File: src/rtl/prog_mem_pkg.sv
// Shared definitions for the program-memory fetch path: address map of the
// program region and the fetch initiator state encoding.
package prog_mem_pkg;

  localparam logic [31:0] PROG_BASE   = 32'h0000_31B0;
  localparam logic [31:0] PROG_LAST   = 32'h0000_35AF;
  localparam int          PROG_ADDR_W = 10;

  typedef enum logic [2:0] {
    IDLE,
    ISSUE,
    WAIT_CS,
    WAIT_DATA,
    HOLD,
    FAULT
  } fetch_state_t;

  function automatic logic in_prog_region(input logic [31:0] addr);
    return (addr >= PROG_BASE) && (addr <= PROG_LAST);
  endfunction

endpackage

File: src/rtl/prog_fetch_initiator.sv
// Instruction-fetch initiator: drives the program address decoder, collects the
// registered ROM data and hands each instruction to decode over valid/ready.
module prog_fetch_initiator
  import prog_mem_pkg::*;
#(
  parameter logic [31:0] RESET_PC = PROG_BASE,
  parameter logic [31:0] PC_STEP  = 32'd1
) (
  input  logic         clk,
  input  logic         rst_n,
  input  logic         en,
  output logic [31:0]  pc_addr_out,
  input  logic         cs_p_in,
  input  logic [31:0]  instr_in,
  output logic [31:0]  instr_out,
  output logic [31:0]  instr_pc,
  output logic         instr_valid,
  input  logic         instr_ready,
  input  logic         redirect_valid,
  input  logic [31:0]  redirect_pc,
  output logic         fault,
  output logic [31:0]  fault_pc,
  output logic         busy,
  output fetch_state_t state_dbg
);

  fetch_state_t state;
  logic [31:0]  pc;

  // The bus address is the PC register itself: stable for the whole ISSUE
  // cycle, and left on the faulting address while in FAULT.
  assign pc_addr_out = pc;
  assign state_dbg   = state;
  assign busy        = (state != IDLE) && (state != FAULT);

  // Handshake: an instruction transfers on a rising edge where instr_valid and
  // instr_ready are both 1; instr_out/instr_pc stay fixed while valid is high
  // and ready is low, and valid never drops without a transfer except on a
  // redirect or reset.
  always_ff @(posedge clk or negedge rst_n) begin
    if (!rst_n) begin
      state       <= IDLE;
      pc          <= RESET_PC;
      instr_out   <= '0;
      instr_pc    <= '0;
      instr_valid <= 1'b0;
      fault       <= 1'b0;
      fault_pc    <= '0;
    end else if (redirect_valid) begin
      // Redirect beats everything, including a same-cycle handshake in HOLD;
      // any in-flight fetch is dropped because WAIT_* are simply not revisited.
      pc          <= redirect_pc;
      instr_valid <= 1'b0;
      fault       <= 1'b0;
      state       <= ISSUE;
    end else begin
      case (state)
        IDLE: begin
          if (en) state <= ISSUE;
        end
        ISSUE: begin
          state <= WAIT_CS;
        end
        WAIT_CS: begin
          if (cs_p_in) begin
            fault    <= 1'b1;
            fault_pc <= pc;
            state    <= FAULT;
          end else begin
            state <= WAIT_DATA;
          end
        end
        WAIT_DATA: begin
          instr_out   <= instr_in;
          instr_pc    <= pc;
          instr_valid <= 1'b1;
          state       <= HOLD;
        end
        HOLD: begin
          if (instr_ready) begin
            instr_valid <= 1'b0;
            pc          <= pc + PC_STEP;
            state       <= en ? ISSUE : IDLE;
          end
        end
        FAULT: begin
          state <= FAULT;
        end
        default: begin
          state <= IDLE;
        end
      endcase
    end
  end

endmodule

File: config.mk
export PLATFORM = sky130hd
export DESIGN_NAME = prog_fetch_initiator
export DESIGN_NICKNAME = d
export VERILOG_FILES = /design/src/rtl/prog_mem_pkg.sv /design/src/rtl/prog_fetch_initiator.sv
export SDC_FILE = /design/constraint.sdc
export NUM_CORES = 1
export LEC_CHECK = 0
export ABC_AREA = 1
export BUFFER_PORTS_ARGS = -buffer_cell sky130_fd_sc_hd__buf_2
export CORE_AREA = 8 8 123 125
export CTS_CLUSTER_DIAMETER = 100
export CTS_CLUSTER_SIZE = 24
export DETAILED_ROUTE_END_ITERATION = 7
export DIE_AREA = 0 0 131 133
export HOLD_SLACK_MARGIN = 0.08
export PLACE_DENSITY = 0.77
export SLEW_MARGIN = 20
export SYNTH_ARGS = -nofsm -noshare
export SYNTH_HDL_FRONTEND = slang
export SYNTH_SLANG_ARGS = --single-unit
File: constraint.sdc
create_clock -name clk -period 3.6 [get_ports clk]
set_input_delay 0.9 -clock clk [delete_from_list [all_inputs] [get_ports clk]]
set_output_delay 0.9 -clock clk [all_outputs]
set_load 0.01 [all_outputs]
; ---- Yosys cells after proc, flatten, opt, wreduce, memory -nomap -nowiden
; Cells that the tools add are included.
[totals]
wordCells = 46
regBits = 133
out_inout_bits = 134
[classes]
bitwise = 1
eq_ne = 8
add_sub_neg = 1
n_mux = 15
n_reduce_logical = 14
[op_table]
columns = operator, n
row1 = $mux W32, 3
row2 = $add A32 B1 Y32 const B, 1
row3 = $pmux W3 S6, 1
row4 = $mux W3, 4
row5 = $reduce_and A2 Y1, 5
row6 = $ne A3 B3 Y1 const B, 3
row7 = $reduce_bool A2 Y1, 4
row8 = $eq A3 B2 Y1 const B, 2
row9 = $eq A3 B3 Y1 const B, 2
row10 = $mux W1, 6
row11 = $reduce_bool A3 Y1, 2
row12 = $eq A3 B1 Y1 const B, 1
row13 = $logic_not A3 Y1, 1
row14 = $reduce_and A3 Y1, 1
row15 = $pmux W1 S2, 1
row16 = $logic_and A1 B1 Y1, 1
row17 = $not A1 Y1, 1

; ---- Depth between registers and ports, before layout
; Gate-level depths: netlist of the first run.
[logic_depth]
ltp_word = 4
ltp_mapped = 11
depth_no_buf = 10

; ---- Least setup slack after synthesis of the first run
; No wires, ideal clock.
[synth_path]
path_type = reg-to-output
startpoint = reg state[0] (netlist: state_dbg[0])
endpoint = out busy
slack_ns = 1.826
arrival_ns = 0.874
stages_incl_launch_ff = 5
path_cell_list = dfrtp_1 > inv_2 > nand2_2 > inv_1 > a21oi_1
[synth_between]
elab_chain_len = 2
[synth_rtl]
columns = item, line
row1 = start: declaration, prog_fetch_initiator.sv:27  ; fetch_state_t state;
row2 = start signal: assignment, prog_fetch_initiator.sv:83  ; state <= en ? ISSUE : IDLE;
row3 = $ne A3 B3 Y1 / $reduce_bool A3 Y1 (equally long branches), prog_fetch_initiator.sv:34  ; assign busy = (state != IDLE) && (state != FAULT);
row4 = $logic_and A1 B1 Y1 *, prog_fetch_initiator.sv:34
row5 = end: declaration, prog_fetch_initiator.sv:23  ; output logic busy,
; Mark *: on every way between the ends. The rest lies on a longest branch, timed or not.

; ---- Final worst setup path of the first run
; Ends and elaborated chain as after synthesis.

==> impl_metrics.toml, run 1 <==
[status]
status = "complete, no violations"

[timing]
finalCriticalPeriod_ps = 2270
clock_skew_ps = 11.4
slew_viol_final = 0
fin_crit_sh_pct = 63.1
maxSlewHeadroom_pct = 55.5
setup_tns_ps = 0
tightest_slew_ps = 663
maxClockFrequency_mhz = 440
setup_viol = 0
finalHoldViolCount = 0
rsz0062_at_grt = "no"
holdWs_ps = 421

[critical_path]
cp_max_fo = 5
critPathMaxStageDelay_ps = 440
required_ps = 2700
start_kind = "flop"
setup.worst_path.class = "reg2out"
crit_chain = "inv_2, nand2_2, inv_1, a21oi_1, buf_2"
critPathCaptureType = "primary output"
cpMaxStageDelayCell = "dfrtp_1"
arrival_ps = 1370

[logic_synthesis]
synth_top_flop_cell = "dfrtp_1"
yosysWarnings = 0
ys_types = 33
seq_area_frac_synth_pct = 52.0
syn_nets = 812
synth-edff-count = 0
synthArstFlopShare_pct = 100
synth_area_um2 = 6410
synth_cells = 741
avgSynthCellArea_um2 = 8.65
synth_seq_cells = 133

[final_layout]
num_antenna_cells = 0
layout.nets = 1010
num-fill-cells = 1119
utilization_pct = 62.6
drive_gt1_share_pct = 31.7
syn_to_final_growth_pct = 27.8

[flow_run]
maxCapViolations = 0

[placed_design]
dp.final_hpwl_um = 14000
port_buffers = 203
place_congestion = 0.918

[clock_tree]
cts_resized = 0
cts_buffer_depth = 2
clock_sinks = 133
cts_tree = "done"
cts_setup_buffers = 0
cts.htree.levels = 4
clk_latency_ps = 420
cts_root_buf = "clkbuf_16"
holdBufCountCts = 0
clk_pin_slew_ps = 60
numCtsBuffers = 17

[detailed_routing]
num_vias = 5656
viasPerCell = 5.01
wl_per_cell_um = 16.6
first_iter_violations = 531
drt-total-wl_um = 18700
ant_nets = 0
drtPass1Iterations = 5
drc = 0

[floorplanning]
die_w_um = 131
die_y_um = 133
rows = 42
dieArea_um2 = 17400
initial_core_util_pct = 49.0
pin_count = 204
core_area_um2 = 13100

[power]
vdd_ir_drop_max_uv = 347
p_leak_nw = 4.39
power_density_nw_per_um2 = 817

[grt]
antenna_found_initial = 0
grt_pass1_vias = 5521
grt.overflow.total = 0
grt_max_degree = 66
grt_pass1_wl_um = 28900
track_usage_pct = 21.5

[min_path]
hp-class = "in2async"
[cell type report]
class,instances,area (um^2),area share (%)
Multi-Input combinational cell,522,2660,32.4
Timing Repair Buffer,209,1100,13.5
Tap cell,176,220,2.69
Clock inverter,11,198,2.41
Inverter,56,215,2.63
Clock buffer,21,460,5.62
Sequential cell,133,3340,40.7
[per-stage QoR]
step                cells  total power [mW]  area, um^2  setup slack [ps]
floorplan             741              3.81        6410              1830
CTS                  1128              6.77        8190              1310
global placement     1096              4.76        7530              1090
global route         1128              7.10        8190              1200
detailed placement   1096              4.82        7530              1060
finish               1128              6.69        8190              1330
[routing by layer]
| metal | wire length (um) | up-vias | global-route usage [%] |
|---|---|---|---|
| li1 | - | 2788 | - |
| met1 | 8030 | 2608 | 28.1 |
| met4 | 284 | 0 | 7.91 |
| met2 | 8410 | 243 | 32.7 |
| met5 | 0 | - | 0 |
| met3 | 1980 | 17 | 6.63 |
[layout by cell type, fill, tap and decap left out, types with 4 or more instances in the layout]
cell type	count
clkbuf_16	17
a21oi_1	14
nor2_1	86
nand3_1	43
dfstp_2	6
nand2_1	227
buf_2	202
dfrtp_1	127
bufinv_16	5
o211ai_1	7
inv_1	51
mux2_4	32
o21ai_1	55
o21ai_0	23
nor2_2	10
inv_2	4
[final timing paths]
kind                                       startpoint                     endpoint  slack [ps]  cells after the start
hold / removal                                  rst_n    instr_out[20]$_DFFE_PN0P_         420                      1
max in group asynchronous                       rst_n  pc_addr_out[23]$_DFFE_PN0P_        2420                      2
setup reg to reg           pc_addr_out[1]$_DFFE_PN0P_  pc_addr_out[30]$_DFFE_PN0P_        1740                     10
setup / recovery             state_dbg[0]$_DFFE_PN0P_                         busy        1330                      5
min in group clk             fault_pc[24]$_DFFE_PN0P_     fault_pc[24]$_DFFE_PN0P_         480                      2
hold reg to reg              fault_pc[24]$_DFFE_PN0P_     fault_pc[24]$_DFFE_PN0P_         480                      2
[kinds of logic after synthesis]
logic type | after synthesis | synth area share (%)
DFF | 133 | 52.0
xor gates and xnor gates | 2 | 0.273
and+or+nand+nor | 381 | 24.6
buffers and inverters | 86 | 6.62
adders and majority gates | 1 | 0.195
muxes | 32 | 7.50
AOI/OAI and AO/OA | 106 | 8.73
[Yosys cell counts, types with 2 or more instances]
cell | instances | share of area [%]
o21ai_0 | 23 | 1.8
a21oi_1 | 14 | 1.1
o211ai_1 | 7 | 0.82
buf_2 | 8 | 0.62
o21ai_1 | 55 | 4.3
nor3_1 | 3 | 0.23
o22ai_1 | 3 | 0.29
mux2_4 | 32 | 7.5
nor2_1 | 86 | 5.0
nand2_2 | 3 | 0.29
xor2_1 | 2 | 0.27
buf_4 | 3 | 0.35
a31oi_1 | 2 | 0.20
buf_6 | 10 | 1.8
nand3_1 | 43 | 3.4
inv_1 | 51 | 3.0
nor2_2 | 10 | 0.98
dfstp_2 | 6 | 2.5
inv_2 | 4 | 0.23
nor2_4 | 2 | 0.35
clkbuf_1 | 9 | 0.53
dfrtp_1 | 127 | 50
nand2_1 | 228 | 13
[where the power goes]
group          total, mW  leakage, nW  switching (mW)  internal (mW)
registers           2.51         1.62           0.408           2.10
logic               2.27         2.45            1.24           1.02
clock network       1.92        0.318           0.647           1.27
[state kept, by name, summed over array words and instances (netlist names)]
name / count
fault_pc: 32
instr_out: 32
instr_pc: 32
pc_addr_out: 32
state_dbg: 3
fault: 1
instr_valid: 1
[critical path, delay by kind of cell, from the launching register on]
family	cells	cell delay, ps
AND/OR/NAND/NOR	1	110
flip-flops	1	440
buffers and inverters	3	290
AO/OA/AOI/OAI	1	120
Note: power is estimated with default switching activity, not from simulation.
==> run 2: changes to the inputs <==
--- a/config.mk
+++ b/config.mk
@@ -5,7 +5,7 @@
 export SDC_FILE = /design/constraint.sdc
 export NUM_CORES = 1
 export LEC_CHECK = 0
-export ABC_AREA = 1
+export ABC_AREA = 0
 export BUFFER_PORTS_ARGS = -buffer_cell sky130_fd_sc_hd__buf_2
 export CORE_AREA = 8 8 123 125
 export CTS_CLUSTER_DIAMETER = 100
@@ -13,7 +13,7 @@
 export DETAILED_ROUTE_END_ITERATION = 7
 export DIE_AREA = 0 0 131 133
 export HOLD_SLACK_MARGIN = 0.08
-export PLACE_DENSITY = 0.77
+export PLACE_DENSITY = 0.75
 export SLEW_MARGIN = 20
 export SYNTH_ARGS = -nofsm -noshare
 export SYNTH_HDL_FRONTEND = slang
==> constraint.sdc (replaced) <==
create_clock -name clk -period 1.8 [get_ports clk]
set_input_delay 0.45 -clock clk [delete_from_list [all_inputs] [get_ports clk]]
set_output_delay 0.45 -clock clk [all_outputs]
set_load 0.01 [all_outputs]
==> run 2 against run 1 <==
The flow now finishes with violations (negative setup slack). Via count down 13%. Die area unchanged. Critical path depth up 1. Critical path type is now reg2reg. Largest power group unchanged. Highest routed layer is now met5.
==> impl_metrics.toml, run 2 <==
[critical_path]
crit_chain = "ha_4, nand2_2, or4_1, buf_6, or4_1, a31oi_1"
crit_family = "simple AND/OR/NAND/NOR gates"
cpMaxStageDelayCell = "or4_1"
critPathMaxStageDelay_ps = 530
reg2reg_depth = 6
reg2reg_to = "pc_addr_out[20]$_DFFE_PN0P_"
cp_max_fo = 13
critPathCaptureType = "flop"
setup.worst_path.class = "reg2reg"
arrival_ps = 2320
rr_startpoint = "pc_addr_out[1]$_DFFE_PN0P_"
start_kind = "flop"
path_common_cell = "or4_1"
critPathBufInv = 1
required_ps = 2120
rrSetupSlack_ps = -200

[logic_synthesis]
yosys.area_share.xor_xnor_pct = 1.36
synth-edff-count = 0
yosysWarnings = 0
synthAdderAreaFrac_pct = 0.216
seq_area_frac_synth_pct = 57.7
synth_cells = 474
synth_area_leaders = "dfrtp_1 (55%), mux2_2 (18%), dfstp_2 (2.7%)"
yosys-top-cells-count = "dfrtp_1 (127), mux2_2 (90), nand2_1 (31), nor2_1 (26), o21ai_0 (20)"
synth_area_leader_cell = "dfrtp_1"
ys_types = 44
yosys.area_share.simple_pct = 12.7
synthArstFlopShare_pct = 100
synth_most_common_cell = "dfrtp_1"
synth_top_area_share_pct = 55.0
synth_top_flop_cell = "dfrtp_1"
synth_compound_area_share_pct = 7.40
synth_area_um2 = 5780
synth_top_family_by_area = "multiplexers"
synth_seq_cells = 133
avgSynthCellArea_um2 = 12.2
syn_nets = 545
synth.area.mux_share_pct = 17.9

[detailed_routing]
drtPass1Iterations = 4
wl_per_cell_um = 18.2
first_iter_violations = 274
viasPerCell = 5.27
num_vias = 4944
drt-total-wl_um = 17100
ant_nets = 0
drc = 0

[grt]
grt_pass1_wl_um = 27300
grt.overflow.total = 0
track_usage_pct = 19.9
grt_max_degree = 56
grt_pass1_vias = 5225
antenna_found_initial = 2

[timing]
fin_crit_sh_pct = 111
tightest_slew_ps = 575
maxSlewHeadroom_pct = 61.7
holdWs_ps = 260
slew_viol_final = 0
maxClockFrequency_mhz = 499
setup_tns_ps = -2250
finalCriticalPeriod_ps = 2000
finalWorstSetupSlack_ps = -202
finalHoldViolCount = 0
clock_skew_ps = 6.08
rsz0062_at_grt = "yes"
setup_viol = 20

[min_path]
hp-class = "in2reg"
holdPathStages = 3
min_to = "pc_addr_out[6]$_DFFE_PN0P_"
min-delay-start = "redirect_pc[6]"

[floorplanning]
core_area_um2 = 13100
pin_count = 204
initial_core_util_pct = 44.2
die_w_um = 131
die_y_um = 133
rows = 42
dieArea_um2 = 17400

[clock_tree]
cts.htree.levels = 4
cts_root_buf = "clkbuf_16"
clk_pin_slew_ps = 50
clock_sinks = 133
cts_tree = "done"
cts_buffer_depth = 2
numCtsBuffers = 17
clk_latency_ps = 400

[final_layout]
final_common_cell = "buf_2"
layout_common_cells = "buf_2 (202), dfrtp_1 (125), mux2_2 (90), buf_4 (69), nand2_1 (30)"
drive_gt1_share_pct = 57.3
utilization_pct = 64.0
syn_to_final_growth_pct = 44.8
layout.nets = 820
fin_cells = 938

[placed_design]
place_congestion = 0.827
dp.final_hpwl_um = 12600
dp.cells = 896
port_buffers = 203

[power]
power_density_nw_per_um2 = 1410
vdd_ir_drop_max_uv = 618
p_leak_nw = 3.91

[flow_run]
maxCapViolations = 0

[status]
status = "finished with violations"
violations = "negative setup slack"
[run 2: final cells by class]
cell class	instances	area, um^2
Fill cell	1016	4710
Sequential cell	133	3340
Multi-Input combinational cell	305	2450
Timing Repair Buffer	285	1730
Clock buffer	21	450
Tap cell	176	220
Clock inverter	10	155
Inverter	7	26.3
Antenna cell	1	2.50
[run 2: metrics by stage]
| stage | power [mW] | instance area, um^2 | setup WS, ps |
|---|---|---|---|
| 2_1_floorplan | 6.51 | 5840 | -189 |
| 5_1_grt | 12.5 | 8370 | -266 |
| 3_3_place_gp | 8.21 | 7540 | -293 |
| 3_5_place_dp | 8.40 | 7540 | -351 |
| 4_1_cts | 12.0 | 8280 | -209 |
| 6_report | 11.8 | 8370 | -202 |
[run 2: kinds of logic after synthesis]
kind of cell             after synthesis
flip-flops                           133
AO/OA/AOI/OAI                         66
XOR/XNOR                               9
multiplexers                          92
adder cells (fa/ha/maj)                1
buffers and inverters                 37
AND/OR/NAND/NOR                      136
[run 2: where the power goes]
group	switching [mW]	total (mW)	internal [mW]
Sequential	0.567	4.69	4.12
Clock	1.20	3.54	2.34
Combinational	1.78	3.62	1.84
[run 2: per-layer routing]
layer / routed length [um] / share of wire (%) / up-vias / GRT usage [%]
met1: 6950 / 41 / 2439 / 24.6
met2: 8370 / 49 / 184 / 32.6
met3: 1590 / 9.3 / 17 / 5.50
met5: 13 / 0.076 / - / 0
li1: - / - / 2302 / -
met4: 129 / 0.76 / 2 / 6.89
[run 2: worst max path at each step]
stage	start	to	slack [ps]	depth (start not counted)
2_1_floorplan	pc_addr_out[0]$_DFFE_PN0P_	pc_addr_out[24]$_DFFE_PN0P_	-190	6
3_3_place_gp	instr_ready	pc_addr_out[22]$_DFFE_PN0P_	-290	6
3_5_place_dp	instr_ready	pc_addr_out[22]$_DFFE_PN0P_	-350	6
4_1_cts	state_dbg[0]$_DFFE_PN0P_	pc_addr_out[20]$_DFFE_PN0P_	-210	5
5_1_grt	pc_addr_out[1]$_DFFE_PN0P_	pc_addr_out[24]$_DFFE_PN0P_	-270	6
6_report	pc_addr_out[1]$_DFFE_PN0P_	pc_addr_out[20]$_DFFE_PN0P_	-200	6
[run 2: timing repair]
action	CTS	global route
gates resized for setup	15	13
endpoints found under the hold margin	18	0
pin swaps	12	8
cloned	1	0
hold buffers	1	0
setup endpoints to repair	21	56
setup buffers	7	3
[run 2: tightest hold or removal path, stage by stage]
cell,delay [ps]
buf_2,80
nand2_1,40
o21ai_0,50
